==> config.mk <==
export PLATFORM = sky130hd
export DESIGN_NAME = axi_read_fsm
export DESIGN_NICKNAME = d
export VERILOG_FILES = /design/src/rtl/axi_rd_pkg.sv /design/src/rtl/axi_read_fsm.sv
export SDC_FILE = /design/constraint.sdc
export NUM_CORES = 1
export LEC_CHECK = 0
export BUFFER_PORTS_ARGS = -buffer_cell sky130_fd_sc_hd__buf_4
export CAP_MARGIN = 25
export CORE_MARGIN = 2
export CORE_UTILIZATION = 39
export CTS_CLUSTER_SIZE = 16
export DETAILED_ROUTE_END_ITERATION = 10
export PLACE_DENSITY_LB_ADDON = 0.1
export SKIP_CTS_REPAIR_TIMING = 1
export SLEW_MARGIN = 40
export SYNTH_ARGS = -nofsm -noshare
export SYNTH_HDL_FRONTEND = slang
export SYNTH_SLANG_ARGS = --single-unit
==> constraint.sdc <==
create_clock -name clk -period 1.8 [get_ports clk]
set_input_delay 0.36 -clock clk [delete_from_list [all_inputs] [get_ports clk]]
set_output_delay 0.36 -clock clk [all_outputs]
set_load 0.05 [all_outputs]
==> src/rtl/axi_rd_pkg.sv <==
// Shared types and AXI read-channel attribute constants for the single-beat read master.
package axi_rd_pkg;

  typedef enum logic [1:0] {
    IDLE = 2'd0,
    ADDR = 2'd1,
    DATA = 2'd2,
    DONE = 2'd3
  } rd_state_e;

  localparam logic [2:0] AXI_SIZE_4B    = 3'b010;
  localparam logic [1:0] AXI_BURST_INCR = 2'b01;
  localparam logic [3:0] AXI_CACHE_DEF  = 4'b0011;
  localparam logic [7:0] AXI_LEN_1BEAT  = 8'd0;
  localparam logic       AXI_LOCK_NORM  = 1'b0;
  localparam logic [2:0] AXI_PROT_DEF   = 3'b000;

  function automatic logic [11:0] word_align(input logic [11:0] addr);
    return {addr[11:2], 2'b00};
  endfunction

endpackage

==> src/rtl/axi_read_fsm.sv <==
// Single-beat AXI4 read master: a start pulse fetches one 32-bit word and
// reports it with a one-cycle valid pulse; read_data holds until the next read.
module axi_read_fsm
  import axi_rd_pkg::*;
(
  input  logic        clk,
  input  logic        rst,
  input  logic        start,
  input  logic [11:0] read_addr,
  output logic [31:0] read_data,
  output logic        valid,
  output logic        busy,
  output logic [11:0] m_axi_araddr,
  output logic [2:0]  m_axi_arsize,
  output logic        m_axi_arvalid,
  output logic [1:0]  m_axi_arburst,
  output logic [3:0]  m_axi_arcache,
  output logic [7:0]  m_axi_arlen,
  output logic        m_axi_arlock,
  output logic [2:0]  m_axi_arprot,
  input  logic        m_axi_arready,
  input  logic [31:0] m_axi_rdata,
  input  logic        m_axi_rvalid,
  input  logic        m_axi_rlast,
  output logic        m_axi_rready
);

  rd_state_e   state_q, state_d;
  logic [11:0] araddr_q, araddr_d;
  logic        arvalid_q, arvalid_d;
  logic        rready_q, rready_d;
  logic        valid_q, valid_d;
  logic [31:0] read_data_q, read_data_d;

  // Next-state and next-output computation; handshakes only count in their own state.
  always_comb begin
    state_d     = state_q;
    araddr_d    = araddr_q;
    arvalid_d   = arvalid_q;
    rready_d    = rready_q;
    valid_d     = 1'b0;
    read_data_d = read_data_q;
    case (state_q)
      IDLE: begin
        if (start) begin
          araddr_d  = word_align(read_addr);
          arvalid_d = 1'b1;
          state_d   = ADDR;
        end else begin
          arvalid_d = 1'b0;
        end
      end
      ADDR: begin
        if (arvalid_q && m_axi_arready) begin
          arvalid_d = 1'b0;
          rready_d  = 1'b1;
          state_d   = DATA;
        end else begin
          arvalid_d = 1'b1;
        end
      end
      DATA: begin
        // First beat completes the read; rlast plays no part since arlen is zero.
        if (rready_q && m_axi_rvalid) begin
          read_data_d = m_axi_rdata;
          rready_d    = 1'b0;
          valid_d     = 1'b1;
          state_d     = DONE;
        end else begin
          rready_d = 1'b1;
        end
      end
      DONE: begin
        state_d = IDLE;
      end
      default: begin
        state_d   = IDLE;
        arvalid_d = 1'b0;
        rready_d  = 1'b0;
      end
    endcase
  end

  // State and registered outputs; reset abandons any transaction in flight.
  always_ff @(posedge clk) begin
    if (rst) begin
      state_q     <= IDLE;
      araddr_q    <= 12'h000;
      arvalid_q   <= 1'b0;
      rready_q    <= 1'b0;
      valid_q     <= 1'b0;
      read_data_q <= 32'h0000_0000;
    end else begin
      state_q     <= state_d;
      araddr_q    <= araddr_d;
      arvalid_q   <= arvalid_d;
      rready_q    <= rready_d;
      valid_q     <= valid_d;
      read_data_q <= read_data_d;
    end
  end

  assign read_data     = read_data_q;
  assign valid         = valid_q;
  assign busy          = (state_q != IDLE);
  assign m_axi_araddr  = araddr_q;
  assign m_axi_arvalid = arvalid_q;
  assign m_axi_rready  = rready_q;
  assign m_axi_arsize  = AXI_SIZE_4B;
  assign m_axi_arburst = AXI_BURST_INCR;
  assign m_axi_arcache = AXI_CACHE_DEF;
  assign m_axi_arlen   = AXI_LEN_1BEAT;
  assign m_axi_arlock  = AXI_LOCK_NORM;
  assign m_axi_arprot  = AXI_PROT_DEF;

  logic unused_ok;
  assign unused_ok = ^{m_axi_rlast, read_addr[1:0]};

endmodule

* Yosys cells after proc, flatten, opt, wreduce, memory -nomap -nowiden
Index checks and enable logic that the tools add are counted. Widths: inputs -> output; s select.
Word-level totals: register bits after elaboration 47, input bits 50, output and inout bits 69, logic and storage cells 35
Cells by class: equal/unequal tests 6, multiplexer cells 11, bitwise logic cells 1, reduce and logical (&&, ||, !) cells 11
Operator list (number):
- $pmux 2 s4 | 1
- $mux 2 | 3
- $ne 2x2->1 const B | 3
- $reduce_and 2->1 | 3
- $reduce_bool 2->1 | 3
- $mux 1 | 5
- $eq 2x2->1 const B | 2
- $pmux 1 s2 | 2
- $reduce_and 3->1 | 1
- $eq 2x1->1 const B | 1
- $logic_and 1x1->1 | 2
- $logic_not 2->1 | 1
- $reduce_or 2->1 | 1
- $not 1->1 | 1

* Depth between registers and ports, before layout
word-level depth 3, mapped depth 7, mapped depth without buffers 5

* Worst setup path before layout
No wires, ideal clock.
kind register to register, start register rready_q (netlist: m_axi_rready), end register read_data_q[31] (netlist: read_data[31]), library setup time 0.132 ns, arrival 1.242 ns, required time 1.668 ns, slack 0.426 ns, cell stages (with the launch flop) 5, buffers on the path 1, clock period less this slack 1.374 ns, cells stage by stage dfxtp_1 > nand3_1 > buf_2 > nand2_1 > a21oi_1
On the way: longest elaborated chain between the ends 2
Ends and longest elaborated chain:
- start, declared | RTL line axi_read_fsm.sv:31 | logic rready_q, rready_d;
- start signal, assigned | RTL line axi_read_fsm.sv:97 | rready_q <= rready_d;
- $logic_and 1x1->1 | RTL line axi_read_fsm.sv:64 | if (rready_q && m_axi_rvalid) begin
- $reduce_and 2->1 (no source line)
- end signal, assigned | RTL line axi_read_fsm.sv:99 | read_data_q <= read_data_d;
- end, declared | RTL line axi_read_fsm.sv:33 | logic [31:0] read_data_q, read_data_d;
No other way between the ends. A chain may end at the register's enable or synchronous reset.

* Worst setup path after layout
start register state_q[0], end output port busy
On the way: longest elaborated chain between the ends 1
Ends and longest elaborated chain:
- start, declared | RTL line axi_read_fsm.sv:28 | rd_state_e state_q, state_d;
- start signal, assigned | RTL line axi_read_fsm.sv:94 | state_q <= state_d;
- $reduce_bool 2->1 | RTL line axi_read_fsm.sv:105 | assign busy = (state_q != IDLE);
- end, declared | RTL line axi_read_fsm.sv:12 | output logic busy,
No other way between the ends.

==> flow_summary.ini <==
[outcome]
outcome = completed

[setup_path]
worstSetupEndpointType = output port
cp.arrival_ps = 1260
crit_fanout = 6
start_kind = flip-flop
critPathKind = flip-flop to output port
worstPathRequired_ps = 1440
rr_worst_depth = 6

[yosys]
ys_ff_latch = 47
synth_top_area_frac = 0.491
yosysSeqAreaShare = 0.491
synthArstFlopShare = 0
netlist_area_sq_mm = 0.00192
ys_warn_count = 0
avgSynthCellArea_sq_um = 8.05
synth.lib_cells_used.distinct = 25
synth_ff_type = dfxtp_1
synthCells = 238
netlist.top_cell.by_area = dfxtp_1
synth_edf_count = 0
synth_area_leaders = dfxtp_1 49%, nand2_1 17%, a21oi_1 11%
ys_top_cells_by_count = 85 x nand2_1, 47 x dfxtp_1, 44 x a21oi_1, 24 x buf_4, 5 x buf_2
yosysMostFrequentCell = nand2_1

[timing]
fin_skew_ps = 5.59
min_period_ps = 1620
fin_crit_sh = 0.898
fmax_mhz = 619
finalHoldViolations = 0
rsz0062_at_grt = false
finalSetupViolCount = 0
slew_viol_final = 0
finalSetupTns_ps = 0

[layout]
design_area_sq_mm = 0.00262
nNetsFinal = 378
areaGrowthSynthToFinish_pct = 36.9
antennaDiodeCount = 0
drive_gt1_frac = 0.318

[route]
drt_first_iter_violations = 56
via_count = 1679
drtAntennaViolNets = 0
via_per_inst = 4.29
wl_microns = 4210
avgRoutedWirePerCell_microns = 10.8
drc = 0
dr.pass1.iters = 3

[global_routing]
grtUsageTotal = 0.151
overflow = 0
grt_max_degree = 44
grt_pass1_vias = 1448
antenna_found_initial = 0
grt_pass1_wl_microns = 6400

[clock_network]
cts_max_level = 2
clkSinkCount = 47
cts_buffers = 5
ctsLongestPathBuffers = 2
clk_pin_slew_ps = 80
worstSkewPairLatency_ps = 290
cts_tree = done
cts-root-buf = clkbuf_8

[power]
leakage_nw = 1.18
ir_worst_vdd_v = 0.000881
powerDensity_mw_per_mm2 = 1110

[die]
die_h_microns = 74.1
fp.dieArea_sq_mm = 0.00549
die_w_microns = 74.1
fp-row-count = 25
ioPinCount = 119
core_area_sq_mm = 0.00472
start_util = 0.406

[place]
dpl_cell_area_sq_mm = 0.00255
hpwl_microns = 2910
port_buffers = 92
gp_congestion = 0.780

[run]
maxCapViolations = 0

[min_path]
min_path_cells = 3
min-delay-path-class = primary input to flip-flop
[final timing paths]
kind                startpoint         endpoint  slack (ps)
setup / recovery    state_q[0]             busy         180
hold / removal    read_addr[7]  m_axi_araddr[7]         310
setup reg to reg    state_q[0]    read_data[31]         290
hold reg to reg   read_data[4]     read_data[4]         450
[layout by cell type (no fill, tap or decap), drive strengths merged]
master / n
o21a: 1
nand2: 85
conb: 23
o21ai: 1
a21boi: 1
nor2b: 1
and2: 1
ha: 3
a21oi: 44
clkbuf: 6
or3: 1
nor3b: 1
mux2i: 1
nand2b: 2
dfxtp: 47
nand3: 1
a221oi: 1
and3: 1
a21bo: 1
buf: 95
nor2: 3
inv: 4
[per-stage QoR]
stage / setup slack, ps / total power [mW] / cells / hold WS (ps) / util
floorplan: 426 / 2.10 / 259 / 465 / -
global placement: 306 / 2.37 / 385 / 442 / 0.540
detailed placement: 297 / 2.38 / 385 / 447 / 0.540
CTS: 168 / 2.95 / 391 / 298 / 0.555
global route: 87.7 / 3.08 / 391 / 300 / 0.555
finish: 184 / 2.91 / 391 / 308 / 0.555
[layout make-up]
class / count / area (sq um)
fill: 460 / 2100
clock buffer: 6 / 72.6
inverter: 4 / 15.0
multi-input combinational: 172 / 786
sequential: 47 / 941
tap: 67 / 83.8
timing repair buffer: 95 / 726
[metal layers]
metal  wire length [microns]  track usage  vias up
met5                       0            0        -
met4                      44       0.0606        0
met3                     288       0.0434        5
met2                    2130        0.266       58
met1                    1750        0.171      734
li1                        -            -      882
[flip-flops by register name, summed over array words and instances, names as in the netlist]
name / cells
m_axi_arvalid: 1
state_q: 2
read_data: 32
m_axi_rready: 1
valid: 1
m_axi_araddr: 10
[power breakdown]
group	internal (mW)	switching [mW]	total, mW
Sequential	1.14	0.0661	1.21
Combinational	0.370	0.760	1.13
Clock	0.259	0.310	0.569
[logic make-up after synthesis]
kind of cell / Yosys count / synth area share
other: 2 / 0.00392
flip-flops: 47 / 0.491
buffers and inverters: 40 / 0.140
multiplexers: 1 / 0.00522
adder cells (fa/ha/maj): 3 / 0.0196
AND/OR/NAND/NOR: 96 / 0.205
AO/OA/AOI/OAI: 49 / 0.135
[worst max-delay path, cell delays in order, from the launching register on]
cell	delay, ps
dfxtp_1	360
inv_1	70
ha_1	260
inv_1	80
buf_4	190
Power figures use the tool's default switching activity.
